File: config.mk
export PLATFORM = sky130hd
export DESIGN_NAME = mem_port_arbiter
export DESIGN_NICKNAME = d
export VERILOG_FILES = /design/src/rtl/mem_port_arbiter.sv
export SDC_FILE = /design/constraint.sdc
export NUM_CORES = 1
export LEC_CHECK = 0
export CAP_MARGIN = 20
export CORE_ASPECT_RATIO = 1.25
export CORE_MARGIN = 3
export CORE_UTILIZATION = 39
export CTS_BUF_LIST = sky130_fd_sc_hd__clkbuf_8 sky130_fd_sc_hd__clkbuf_16
export CTS_CLUSTER_DIAMETER = 30
export DETAILED_ROUTE_END_ITERATION = 16
export PLACE_DENSITY = 0.78
export SETUP_SLACK_MARGIN = 0.4
export SLEW_MARGIN = 25
export SYNTH_ARGS = -nofsm -noshare
export SYNTH_HDL_FRONTEND = slang
export SYNTH_SLANG_ARGS = --single-unit
File: constraint.sdc
create_clock -name clk -period 1.9 [get_ports clk]
set_input_delay 0.38 -clock clk [delete_from_list [all_inputs] [get_ports clk]]
set_output_delay 0.38 -clock clk [all_outputs]
set_load 0.01 [all_outputs]
File: src/rtl/mem_port_arbiter.sv
// mem_port_arbiter
//   Shares one memory bus between instruction fetch (IF) and the data
//   load/store path. Data has fixed priority. IF is forced through after
//   MAX_WAIT consecutive data grants while it waits. Only one bus
//   transaction is outstanding at a time. A watchdog aborts a transaction
//   that sees no bus_ack for TIMEOUT cycles and returns an error.
//
// Ports
//   clk, reset                  clock, synchronous active-high reset
//   if_req/if_addr              fetch request (held until if_gnt)
//   if_gnt                      combinational fetch accept
//   if_rvalid/if_rdata/if_err   one-cycle fetch completion
//   d_req/d_addr/d_we/d_size/d_wdata  data request (held until d_gnt)
//   d_gnt                       combinational data accept
//   d_rvalid/d_rdata/d_err      one-cycle data completion (loads and stores)
//   bus_req/bus_addr/bus_we/bus_size/bus_wdata  registered bus request
//   bus_ack/bus_rdata           bus completion and read data
//
// state   | meaning
// --------+-----------------------------------------------
// IDLE    | no transaction; arbitrate and grant this cycle
// BUSY_IF | fetch on the bus, waiting for ack or timeout
// BUSY_D  | data access on the bus, waiting for ack or timeout

module mem_port_arbiter #(
    parameter int MAX_WAIT = 4,
    parameter int TIMEOUT  = 255
) (
    input  logic        clk,
    input  logic        reset,
    input  logic        if_req,
    input  logic [31:0] if_addr,
    output logic        if_gnt,
    output logic        if_rvalid,
    output logic [31:0] if_rdata,
    output logic        if_err,
    input  logic        d_req,
    input  logic [31:0] d_addr,
    input  logic        d_we,
    input  logic [2:0]  d_size,
    input  logic [31:0] d_wdata,
    output logic        d_gnt,
    output logic        d_rvalid,
    output logic [31:0] d_rdata,
    output logic        d_err,
    output logic        bus_req,
    output logic [31:0] bus_addr,
    output logic        bus_we,
    output logic [2:0]  bus_size,
    output logic [31:0] bus_wdata,
    input  logic        bus_ack,
    input  logic [31:0] bus_rdata
);

    localparam int TW = $clog2(TIMEOUT + 1);
    localparam int SW = $clog2(MAX_WAIT + 1);

    typedef enum logic [1:0] {
        IDLE    = 2'd0,
        BUSY_IF = 2'd1,
        BUSY_D  = 2'd2
    } state_t;

    state_t          state;
    state_t          state_nxt;
    logic [TW-1:0]   timeout_cnt;
    logic [SW-1:0]   starve_cnt;
    logic            starved;
    logic            timed_out;
    logic            busy;
    logic [31:0]     resp_data;

    assign starved   = (starve_cnt == SW'(MAX_WAIT));
    assign timed_out = (timeout_cnt == TW'(TIMEOUT - 1));
    assign busy      = (state == BUSY_IF) || (state == BUSY_D);
    // Stores return zero data regardless of what the bus drives.
    assign resp_data = bus_we ? 32'd0 : bus_rdata;

    always_comb begin
        state_nxt = state;
        if_gnt    = 1'b0;
        d_gnt     = 1'b0;
        case (state)
            IDLE: begin
                if (!reset) begin
                    if (d_req && !(if_req && starved)) begin
                        d_gnt     = 1'b1;
                        state_nxt = BUSY_D;
                    end else if (if_req) begin
                        if_gnt    = 1'b1;
                        state_nxt = BUSY_IF;
                    end
                end
            end
            BUSY_IF, BUSY_D: begin
                // ack takes precedence over the watchdog in the same cycle
                if (bus_ack || timed_out) begin
                    state_nxt = IDLE;
                end
            end
            default: state_nxt = IDLE;
        endcase
    end

    always_ff @(posedge clk) begin
        if (reset) begin
            state       <= IDLE;
            starve_cnt  <= '0;
            timeout_cnt <= '0;
            bus_req     <= 1'b0;
            bus_addr    <= 32'd0;
            bus_we      <= 1'b0;
            bus_size    <= 3'd0;
            bus_wdata   <= 32'd0;
            if_rvalid   <= 1'b0;
            if_rdata    <= 32'd0;
            if_err      <= 1'b0;
            d_rvalid    <= 1'b0;
            d_rdata     <= 32'd0;
            d_err       <= 1'b0;
        end else begin
            state     <= state_nxt;
            if_rvalid <= 1'b0;
            if_rdata  <= 32'd0;
            if_err    <= 1'b0;
            d_rvalid  <= 1'b0;
            d_rdata   <= 32'd0;
            d_err     <= 1'b0;

            if (d_gnt) begin
                bus_req     <= 1'b1;
                bus_addr    <= d_addr;
                bus_we      <= d_we;
                bus_size    <= d_size;
                bus_wdata   <= d_wdata;
                timeout_cnt <= '0;
                if (if_req && !starved) begin
                    starve_cnt <= starve_cnt + SW'(1);
                end
            end else if (if_gnt) begin
                bus_req     <= 1'b1;
                bus_addr    <= if_addr;
                bus_we      <= 1'b0;
                bus_size    <= 3'b010;
                bus_wdata   <= 32'd0;
                timeout_cnt <= '0;
                starve_cnt  <= '0;
            end

            if (busy) begin
                if (bus_ack) begin
                    bus_req <= 1'b0;
                    if (state == BUSY_IF) begin
                        if_rvalid <= 1'b1;
                        if_rdata  <= resp_data;
                    end else begin
                        d_rvalid <= 1'b1;
                        d_rdata  <= resp_data;
                    end
                end else if (timed_out) begin
                    bus_req <= 1'b0;
                    if (state == BUSY_IF) begin
                        if_rvalid <= 1'b1;
                        if_err    <= 1'b1;
                    end else begin
                        d_rvalid <= 1'b1;
                        d_err    <= 1'b1;
                    end
                end else begin
                    timeout_cnt <= timeout_cnt + TW'(1);
                end
            end
        end
    end

endmodule

# After elaboration in Yosys (flattened, before gate mapping)
# Index checks and enable logic that the tools add are counted.
# totals
out_inout_bits	139
word_cells	81
input_bits	137
ff_bits	150
# classes
bitwise	3
n_eq_ne	7
mux	39
n_reduce_logical	16
add_sub_neg	2
# ops
cell	n
$mux 32	5
$mux 8	5
$mux 1	20
$mux 3	5
$add 8x1->8 const B	1
$eq 8x8->1 const B	1
$reduce_or 4->1	2
$mux 2	3
$pmux 2 s2	1
$reduce_and 2->1	2
$reduce_or 2->1	2
$add 3x1->3 const B	1
$eq 3x3->1 const B	1
$logic_and 1x1->1	3
$ne 3x3->1 const B	1
$not 1->1	3
$reduce_or 3->1	1
$eq 2x1->1 const B	1
$eq 2x2->1 const B	1
$logic_not 1->1	2
$logic_not 2->1	1
$logic_or 1x1->1	2
$ne 2x1->1 const B	1
$ne 2x2->1 const B	1
$reduce_bool 2->1	1

# Longest topological paths before layout
# logic_depth
word_depth	12
ltp_mapped	8
mapped_depth_nobuf	7

# Worst setup path before layout
# No wires, ideal clock.
# synth_path
path_type	register -> register
from	reg state[0]
to	reg d_rdata[26]
required_time_ns	1.836
period_less_slack_ns	1.651
stages_incl_launch_ff	8
slack_ns	0.249
path_buffers	2
arrival_ns	1.587
setup_ns	0.064
path_cell_list	dfxtp_1 -> inv_1 -> ha_1 -> or3b_4 -> or2_1 -> buf_6 -> buf_6 -> nor2_1
# synth_via
elab_chain_len	4
word_cells_on_any_way	5
cone_classes	2 x eq/ne; 1 x bitwise; 2 x reduce/logical
# synth_lines
item	line	text
from (decl)	64	state_t state;
from (signal assigned)	122	state <= state_nxt;
$eq 2x1->1 or $eq 2x2->1 (tied branches)	75, 153	
$logic_or 1x1->1	75	assign busy = (state == BUSY_IF) || (state == BUSY_D);
$not 1->1 (no source line)	-	
$reduce_or 4->1 (no source line) *	-	
to (signal assigned)	158	d_rdata <= resp_data;
to (decl)	44	output logic [31:0] d_rdata,
# Every way passes the cells marked *; elsewhere a longest branch is shown, timed or not.
# A chain may end at the register's enable or synchronous reset.

# Worst setup path in the final report
# layout_path
from	reg state[1]
to	reg bus_addr[19]
# layout_via
elab_chain_len	3
word_cells_on_any_way	5
cone_classes	3 x mux; 2 x reduce/logical
# layout_lines
item	line	text
$logic_not 2->1 *	83	case (state)
$mux 1	83	
$mux 32 or $reduce_bool 2->1 (tied branches)	-	
to (signal assigned)	132	bus_addr <= d_addr;
to (signal assigned)	142	bus_addr <= if_addr;
to (decl)	47	output logic [31:0] bus_addr,
# Marks and branches as above.

==> impl_summary.txt <==
----------------------------------------------------
[Floorplanning]
  Vertical die dimension ... 135 um
  Initial core utilization ... 0.403
  I/O pin cnt ... 276
  Core ar. ... 0.0129 sq mm
  Die boundary width ... 109 um
  Core Rows ... 46
  Area enclosed by the die boundary ... 0.0148 sq mm

[Logic synthesis]
  Number of synthesized flops with an enable pin ... 0
  Count of different cell masters after synthesis ... 43
  Proportion of synthesized chip area in sequential cells ... 0.577
  Yosys warns ... 0
  Fraction of synthesized cell area taken by the top area cell type ... 0.577
  Top cells by area, synth ... dfxtp_1, nor2_1, a22o_1
  Most frequently used cell type in the post-synthesis netlist ... dfxtp_1
  Top cells by instance count after synthesis ... dfxtp_1, nor2_1, nor3_1, a22o_1, nand2b_1
  Most used flip-flop cell after synthesis ... dfxtp_1
  Cell Area, Synth ... 0.00520 sq mm
  Synth async-reset ratio ... 0
  #FFs+latches synth ... 150
  Post-synth net total ... 693
  Post-synthesis cell count ... 550
  Cell taking the most area after synthesis ... dfxtp_1
  Avg Synthesized Cell Area ... 9.46 sq um

[Layout]
  Number of standard cells in the final layout excluding fillers ... 1083
  Net count reported at finish ... 1043
  Fill count ... 705
  Share of cells above drive strength 1 ... 0.285
  Reg area ... 0.00303 sq mm
  Post-route cell area ... 0.0106 sq mm
  Multi-input gate area in the final layout ... 0.00268 sq mm
  Layout Area Growth over Synthesis ... 104%

[Power]
  Pwr dens ... 838 mW/mm^2
  Static leakage power ... 4.69 nW
  Maximum vdd drop ... 0.678 mV

[STA]
  Highest Clock Rate ... 519 MHz
  Pin slew with the least headroom to its limit ... 595 ps
  Max_slew headroom ... 0.603
  Minimum clock period ... 1930 ps
  Worst Slack Setup Final ... -26.3 ps
  Share of the clock period used by the worst path ... 1.01
  Final-layout worst hold slack ... 200 ps
  Final-report setup violation count ... 2
  Unrepaired setup endpoints after global routing ... true
  Final max-slew violation count ... 0
  Total count of hold-check failures in the final report ... 0
  Worst Skew ... 13.5 ps

[Global route]
  Largest net degree at the start of global routing ... 46
  Number of global-route vias before repair ... 6049
  Number of antenna violations at the first check in global routing ... 2
  GRT Util Overall ... 0.291
  Wire length of the first global-routing pass ... 32700 um
  Global route total overflow ... 0

[Route]
  Via-to-Cell Ratio ... 5.50
  Vias post-DR ... 5958
  WL per Instance ... 22.9 um
  Number of DRC markers in iteration 0 ... 454
  Total wirelength of the detailed-routed design ... 24800 um
  Detailed-router iteration count before antenna repair ... 5
  DRC Markers ... 0
  Antenna-violating nets left ... 0

[Worst setup path]
  Max stage delay on crit path ... 320 ps
  Slowest stage cell on the critical path ... dfxtp_2
  Startpoint kind of the worst setup timing path ... flip-flop
  Endpoint arrival time on the critical path ... 2200 ps
  Critical path start-end classification ... flip-flop to flip-flop
  Worst-path maximum fanout ... 5
  Setup slack of the most critical reg-to-reg path ... -30 ps
  Critical Path, Cell by Cell ... inv_2 > ha_4 > and2b_2 > buf_6 > buf_6 > o21ai_4 > buf_6 > buf_12 > buf_16 > nor3_1 > nor4_1
  Required time of the worst setup path ... 2170 ps
  Cell with the most instances on the worst path ... buf_6
  Crit path buffers/inverters ... 6
  Kind of cell adding the most delay to the critical path ... buffers and inverters
  Nature of the critical path endpoint ... flip-flop

[Outcome]
  Outcome ... finished with violations
  Violated checks ... setup timing

[Clocking]
  Count of clock tree sinks ... 150
  Hold-fix buffer count after cts ... 0
  H-tree levels ... 4
  Worst-case clock buffer depth ... 2
  Clock root buffer ... clkbuf_16
  Post-CTS clock slew at the launch and capture registers of the worst setup and hold paths ... 70 ps
  Clock insertion delay at the later pin of the skew report ... 420 ps
  Clock tree from TritonCTS ... yes
  Total CTS buffers ... 17

[Place]
  Port-buffer cells ... 275
  Standard cell area after detailed placement ... 0.00822 sq mm
  Post-Place Worst Slack ... -291 ps
  Sum of net half-perimeters after detailed placement ... 13200 um
  Number of cells after detailed placement ... 981
  Final weighted congestion in routability-driven placement ... 0.818

[Worst hold path]
  Hold Crit Class ... primary input to flip-flop

[Job]
  Reported max-cap violation count ... 0

----------------------------------------------------
[report_power, final]
part | internal [W] | switching, W
combinational | 0.00113 | 0.000932
sequential | 0.00331 | 0.0000982
clock | 0.00191 | 0.00152
total | 0.00634 | 0.00255
[metrics by stage]
step,total power [W],setup TNS [ps],utilization
after global placement,0.00477,-3170,0.638
final,0.00888,-42.3,0.823
after floorplan,0.00400,0,-
after global routing,0.00916,-450,0.823
after detailed placement,0.00480,-7100,0.638
after CTS,0.00864,0,0.779
[layout by cell type, fill, tap and decap left out, types with 4 or more instances in the layout]
cell type	Yosys	layout
nor2_4	0	32
nand2_1	8	7
inv_1	10	5
dfxtp_2	0	5
or2_4	0	5
nor2_2	6	11
o21ai_0	4	4
nand3_1	15	8
nor3_2	0	23
dfxtp_4	0	5
nor3_4	0	9
dlygate4sd2_1	0	130
nor4_2	0	9
nor2_1	129	92
inv_6	0	5
a21oi_1	11	8
nand2b_1	34	33
clkdlybuf4s50_1	0	133
nor3_1	36	4
a22o_1	35	35
buf_4	8	24
clkbuf_16	0	19
dfxtp_1	150	140
inv_8	0	4
nand3_2	1	6
buf_12	0	17
clkdlybuf4s15_1	0	7
buf_6	5	25
inv_2	1	4
ha_4	0	4
buf_16	0	21
nor4_1	32	23
[what timing repair did]
action,in CTS,in global routing
pin swaps,58,78
cloned,20,6
setup endpoints to repair,280,155
gates resized for setup,291,99
setup buffers,31,11
[sequential cells by signal (all words and copies together) (netlist names), 2 cells and up]
name	cells
bus_addr	32
bus_size	3
bus_wdata	32
d_rdata	32
if_rdata	32
starve_cnt	3
state	2
timeout_cnt	8
[cell families after synthesis]
kind of cell / share of synthesized area
simple gates: 0.263
buf+inv: 0.0510
compound gates: 0.0904
flops: 0.577
fa+ha+maj: 0.0144
xor+xnor: 0.00337
[per-layer routing]
layer / track usage / wire (um)
met5: 0 / 0
met4: 0.149 / 1380
met3: 0.0995 / 2760
met2: 0.518 / 12500
met1: 0.298 / 8100
[area by class of cell]
type	instances	area share
tap	168	0.0198
sequential	150	0.285
clock buffer	18	0.0414
timing repair buffer	366	0.381
antenna	2	0.000472
clock inverter	14	0.0149
inverter	11	0.00436
multi-input combinational	354	0.252
[final timing paths]
| path | startpoint | to | cells past startpoint |
|---|---|---|---|
| max reg2reg | state[1] | bus_addr[19] | 11 |
| min reg2reg | bus_wdata[11] | bus_wdata[11] | 1 |
| max | state[1] | bus_addr[19] | 11 |
| min | reset | starve_cnt[0] | 2 |
Power figures use the tool's default switching activity.
